--- src/rtl/sobel_pkg.sv ---
// Shared widths, border size and small arithmetic helpers for the Sobel
// edge filter that sits between the line buffer and the VGA output stage.
`timescale 1ns/1ps
package sobel_pkg;

  localparam int PIX_W  = 8;
  localparam int SUM_W  = 10;
  localparam int DIFF_W = 11;
  localparam int MAG_W  = 11;
  localparam int CNT_W  = 10;
  localparam int BORDER = 2;

  localparam logic [CNT_W-1:0] CNT_MAX = '1;

  // One 1-2-1 kernel row/column: a + 2*m + c, never exceeds 1020.
  function automatic logic [SUM_W-1:0] tap_sum(input logic [PIX_W-1:0] a,
                                                input logic [PIX_W-1:0] m,
                                                input logic [PIX_W-1:0] c);
    return SUM_W'(a) + (SUM_W'(m) << 1) + SUM_W'(c);
  endfunction

  function automatic logic [SUM_W-1:0] abs_diff(input logic [SUM_W-1:0] a,
                                                 input logic [SUM_W-1:0] b);
    logic signed [DIFF_W-1:0] d;
    logic        [DIFF_W-1:0] m;
    d = $signed({1'b0, a}) - $signed({1'b0, b});
    m = d[DIFF_W-1] ? DIFF_W'(-d) : DIFF_W'(d);
    return m[SUM_W-1:0];
  endfunction

endpackage

--- src/rtl/sobel_border_ctrl.sv ---
// Tracks the pixel position inside the frame and flags the first two columns
// and first two lines, where the 3x3 window still holds stale pixels.
`timescale 1ns/1ps
module sobel_border_ctrl
  import sobel_pkg::*;
(
  input  logic pclk,
  input  logic rst_n,
  input  logic de_in,
  input  logic vsync_in,
  output logic mask
);

  logic [CNT_W-1:0] col_cnt;
  logic [CNT_W-1:0] row_cnt;
  logic             de_in_d;

  // NOTE: reset is sampled on pclk only; state uses non-blocking assignments
  // so every register updates from the pre-edge values of its neighbours.
  always_ff @(posedge pclk) begin
    if (!rst_n) begin
      col_cnt <= '0;
      row_cnt <= '0;
      de_in_d <= 1'b0;
    end else begin
      de_in_d <= de_in;

      if (!de_in)
        col_cnt <= '0;
      else if (col_cnt != CNT_MAX)
        col_cnt <= col_cnt + 1'b1;

      // vsync clear has priority over a coincident end-of-line edge
      if (!vsync_in)
        row_cnt <= '0;
      else if (de_in_d && !de_in && (row_cnt != CNT_MAX))
        row_cnt <= row_cnt + 1'b1;
    end
  end

  assign mask = de_in & ((col_cnt < CNT_W'(BORDER)) | (row_cnt < CNT_W'(BORDER)));

endmodule

--- src/rtl/sobel_window_filter.sv ---
// Three-stage Sobel gradient magnitude on a 3x3 window, producing a binary
// edge map or saturated magnitude with de/hsync/vsync realigned to the output.
`timescale 1ns/1ps
module sobel_window_filter
  import sobel_pkg::*;
#(
  parameter logic [MAG_W-1:0] THRESH = 11'd100,
  parameter bit               BINARY = 1'b1
) (
  input  logic             pclk,
  input  logic             rst_n,
  input  logic [PIX_W-1:0] win11,
  input  logic [PIX_W-1:0] win12,
  input  logic [PIX_W-1:0] win13,
  input  logic [PIX_W-1:0] win21,
  input  logic [PIX_W-1:0] win22,
  input  logic [PIX_W-1:0] win23,
  input  logic [PIX_W-1:0] win31,
  input  logic [PIX_W-1:0] win32,
  input  logic [PIX_W-1:0] win33,
  input  logic             de_in,
  input  logic             hsync_in,
  input  logic             vsync_in,
  output logic [PIX_W-1:0] edge_data,
  output logic             de_out,
  output logic             hsync_out,
  output logic             vsync_out
);

  logic             mask;
  logic [SUM_W-1:0] s1_r, s1_l, s1_b, s1_t;
  logic [SUM_W-1:0] s2_ax, s2_ay;
  logic [1:0]       mask_pipe;
  logic [2:0]       de_pipe, hs_pipe, vs_pipe;
  logic [MAG_W-1:0] mag;
  logic [PIX_W-1:0] pix_next;

  sobel_border_ctrl u_border (
    .pclk     (pclk),
    .rst_n    (rst_n),
    .de_in    (de_in),
    .vsync_in (vsync_in),
    .mask     (mask)
  );

  // win22 has a zero coefficient in both kernels.
  logic unused_centre;
  assign unused_centre = ^win22;

  // NOTE: every path through this block assigns both outputs first, so no
  // latch can be inferred when a branch is added later.
  always_comb begin
    mag      = MAG_W'(s2_ax) + MAG_W'(s2_ay);
    pix_next = '0;
    if (mask_pipe[1])
      pix_next = '0;
    else if (BINARY)
      pix_next = (mag >= THRESH) ? '1 : '0;
    else
      pix_next = (mag > MAG_W'(255)) ? '1 : mag[PIX_W-1:0];
  end

  always_ff @(posedge pclk) begin
    if (!rst_n) begin
      s1_r      <= '0;
      s1_l      <= '0;
      s1_b      <= '0;
      s1_t      <= '0;
      s2_ax     <= '0;
      s2_ay     <= '0;
      mask_pipe <= '0;
      de_pipe   <= '0;
      hs_pipe   <= '0;
      vs_pipe   <= '0;
      edge_data <= '0;
    end else begin
      // Column 1 is the newest pixel, so R/L are the right/left kernel columns.
      s1_r <= tap_sum(win11, win21, win31);
      s1_l <= tap_sum(win13, win23, win33);
      s1_b <= tap_sum(win31, win32, win33);
      s1_t <= tap_sum(win11, win12, win13);

      s2_ax <= abs_diff(s1_r, s1_l);
      s2_ay <= abs_diff(s1_b, s1_t);

      edge_data <= pix_next;

      mask_pipe <= {mask_pipe[0], mask};
      de_pipe   <= {de_pipe[1:0], de_in};
      hs_pipe   <= {hs_pipe[1:0], hsync_in};
      vs_pipe   <= {vs_pipe[1:0], vsync_in};
    end
  end

  assign de_out    = de_pipe[2];
  assign hsync_out = hs_pipe[2];
  assign vsync_out = vs_pipe[2];

endmodule

--- config.mk ---
export PLATFORM = sky130hd
export DESIGN_NAME = sobel_window_filter
export DESIGN_NICKNAME = d
export VERILOG_FILES = /design/src/rtl/sobel_pkg.sv /design/src/rtl/sobel_border_ctrl.sv /design/src/rtl/sobel_window_filter.sv
export SDC_FILE = /design/constraint.sdc
export NUM_CORES = 1
export LEC_CHECK = 0
export ABC_AREA = 1
export ABC_CLOCK_PERIOD_IN_PS = 7700
export CAP_MARGIN = 20
export CORE_AREA = 2 2 164 126
export CTS_BUF_LIST = sky130_fd_sc_hd__clkbuf_4 sky130_fd_sc_hd__clkbuf_8
export CTS_CLUSTER_DIAMETER = 40
export DETAILED_ROUTE_END_ITERATION = 8
export DIE_AREA = 0 0 166 128
export GPL_ROUTABILITY_DRIVEN = 0
export MAX_ROUTING_LAYER = met4
export PLACE_DENSITY = 0.63
export SLEW_MARGIN = 20
export SYNTH_ARGS = -nofsm -noshare
export SYNTH_HDL_FRONTEND = slang
export SYNTH_SLANG_ARGS = --single-unit
--- constraint.sdc ---
create_clock -name pclk -period 7.7 [get_ports pclk]
set_clock_uncertainty 0.2 [all_clocks]
set_input_delay 1.54 -clock pclk [delete_from_list [all_inputs] [get_ports pclk]]
set_output_delay 1.54 -clock pclk [all_outputs]
set_load 0.1 [all_outputs]
==> qor.csv <==
stage;metric;value;unit
layout;fillers;2024;
worst_setup_path;r2r_start;s1_b[0];
layout;antenna_cells;0;
route;viasPerCell;4.62;
sta;fmax;243;MHz
sta;finalCriticalPeriod;4120;ps
synth;synth_cells;928;
synth;synth_nets;1110;
place;port_buffers;79;
clocking;clk_pin_slew;90;ps
worst_setup_path;r2r_slack;5320;ps
clocking;cts.path.max_buffers;2;
sta;worst_pin_slew;966;ps
flow_run;drv_cap;0;
clocking;cts_buffers;9;
worst_setup_path;critPathCaptureType;flop;
layout;fin_nets;1186;
sta;rsz0062_at_grt;no;
route;drt_iter0_drc;287;
grt;grt_pass1_wl;25700;um
layout;final_common_cell;nand2_1;
route;route.vias.total;5855;
synth;syn_area_per_cell;7.28;um^2
pwr;vdd_ir_drop_max;289;uV
die;die_h;128;um
synth;syn_area;0.00675;mm^2
synth;synth_flop_cell;dfxtp_1;
route;wl_per_cell;11.8;um
layout;area.growth.synth_to_final;18.0;%
worst_setup_path;endpoint;s1_l[7];
worst_setup_path;cp.arrival;4240;ps
clocking;cts_setup_buffers;0;
clocking;ctsHoldBuffers;0;
die;start_util;34.2;%
worst_setup_path;critPathKind;input port to flop;
synth;synth_seq_area_share;27.3;%
grt;antenna_found_initial;0;
clocking;clock_tree.htree_level_count;3;
grt;first_global_vias;5426;
min_path;worstHoldStart;hs_pipe[1];
sta;drv_slew;0;
layout;mostFrequentLayoutCells;203 x nand2_1, 150 x inv_1, 92 x dfxtp_1;
die;die_x;166;um
die;fp-row-count;45;
worst_setup_path;crit_required;7820;ps
pwr;powerDensity;271;mW/mm^2
clocking;clkSinkCount;92;
sta;slew_headroom;35.4;%
grt;groute.usage.overall;15.3;%
clocking;root_buffer;clkbuf_8;
route;wl;14900;um
clocking;clkLatencyLatePin;380;ps
synth;ys_seq_elements;92;
worst_setup_path;cp_max_fo;4;
status;status;completed;
synth;synth-async-reset-ratio;0;%
synth;ys_types;43;
route;ant_nets;0;
die;io_pins;88;
clocking;cts_resized;0;
place;place_hpwl;12100;um
layout;final_area;0.00797;mm^2
pwr;total_power;0.00216;W
sta;worst_slack;3580;ps
worst_setup_path;r2r_end;s2_ay[9];
sta;finalHoldViolCount;0;
sta;setup_viol;0;
synth;synth-edff-count;0;
worst_setup_path;worst_setup_path_start_kind;input port;
worst_setup_path;cp-startpoint;win13[1];
die;die_area;0.0212;mm^2
layout;drive_gt1_share;4.16;%
place;place_area;0.00778;mm^2
synth;ys_warn_count;0;
clocking;cts_tree;done;
sta;fin_tns_setup;0;ps
route;drc_errors;0;
min_path;hp-class;flop to flop;
place;place_ws;3220;ps
pwr;cellLeakagePower;3.90;nW
die;coreArea;0.0198;mm^2
grt;grt_overflow;0;
worst_setup_path;r2r_cells;15;
grt;grt_start_max_net_pins;59;
route;first_pass_iters;4;
sta;period_share;53.5;%
[power breakdown]
part,internal [W],switching [W]
Combinational,0.000435,0.000813
Clock,0.000136,0.000180
Sequential,0.000562,0.0000366
Total,0.00113,0.00103
[kinds of logic (layout without fill, tap and decap cells)]
group	Yosys count	count (layout)	synth area share, %
flip-flops	92	92	27.3
AO/OA/AOI/OAI	141	141	11.5
XOR/XNOR	16	16	2.08
buffers and inverters	176	257	10.3
AND/OR/NAND/NOR	398	398	25.6
adder cells (fa/ha/maj)	105	105	23.4
[layer usage]
metal / wire, um / global-route usage, % / up-vias
met4: 210 / 5.06 / 0
met1: 8080 / 21.8 / 2569
li1: - / - / 3148
met2: 6030 / 22.5 / 126
met3: 585 / 2.13 / 12
met5: 0 / - / -
[per-stage QoR]
| step | hold slack (ps) | utilization [%] | cells |
|---|---|---|---|
| after CTS | 217 | 40.3 | 1267 |
| after global placement | 192 | 39.4 | 1251 |
| after global routing | 228 | 40.3 | 1267 |
| final | 215 | 40.3 | 1267 |
| after floorplan | 190 | - | 928 |
| after detailed placement | 195 | 39.4 | 1251 |
[worst max-delay path, stage by stage]
cell,delay (ps)
clkdlybuf4s50_1,470
fa_1,570
ha_1,210
inv_1,60
fa_1,400
o31ai_1,520
nand2_1,100
nand2_1,80
a21oi_1,70
nand2_1,70
nand2_1,40
nor2_1,100
[worst min path at each step]
stage | to | slack, ps | cells after the start
4_1_cts | hs_pipe[2] | 220 | 2
6_report | hs_pipe[2] | 220 | 2
3_5_place_dp | hs_pipe[2] | 200 | 2
5_1_grt | hs_pipe[2] | 230 | 2
2_1_floorplan | de_pipe[2] | 190 | 2
3_3_place_gp | hs_pipe[2] | 190 | 2
[state kept, by name, indices dropped and copies added (netlist names)]
| name | flops |
|---|---|
| mask_pipe | 2 |
| edge_data | 1 |
| de_pipe | 3 |
| s1_t | 10 |
| s1_l | 10 |
| u_border.col_cnt | 10 |
| s2_ax | 10 |
| s1_r | 10 |
| u_border.row_cnt | 10 |
| s1_b | 10 |
| vs_pipe | 3 |
| hs_pipe | 3 |
| s2_ay | 10 |
[cell usage after synthesis, types with 7 or more instances]
cell type	number	area [um^2]
nand2_1	203	762
dfxtp_1	92	1840
fa_1	35	701
a21oi_1	76	380
ha_1	70	876
nand4_1	18	113
xor2_1	9	78.8
nor2_1	85	319
o21ai_1	15	75.1
nand3_1	57	285
buf_4	8	60.1
nor3_1	15	75.1
o21ai_0	27	135
xnor2_1	7	61.3
inv_2	9	33.8
inv_1	150	563
[area by class of cell]
cell class	instances	area [um^2]	share of cell area (%)
clock buffers	11	151	1.90
well taps	258	323	4.05
inverters	161	607	7.62
repair buffers	80	793	9.96
flip-flops and latches	92	1840	23.1
multi-input cells	660	4220	52.9
clock inverters	5	35.0	0.440
(Power assumes the default switching activity.)
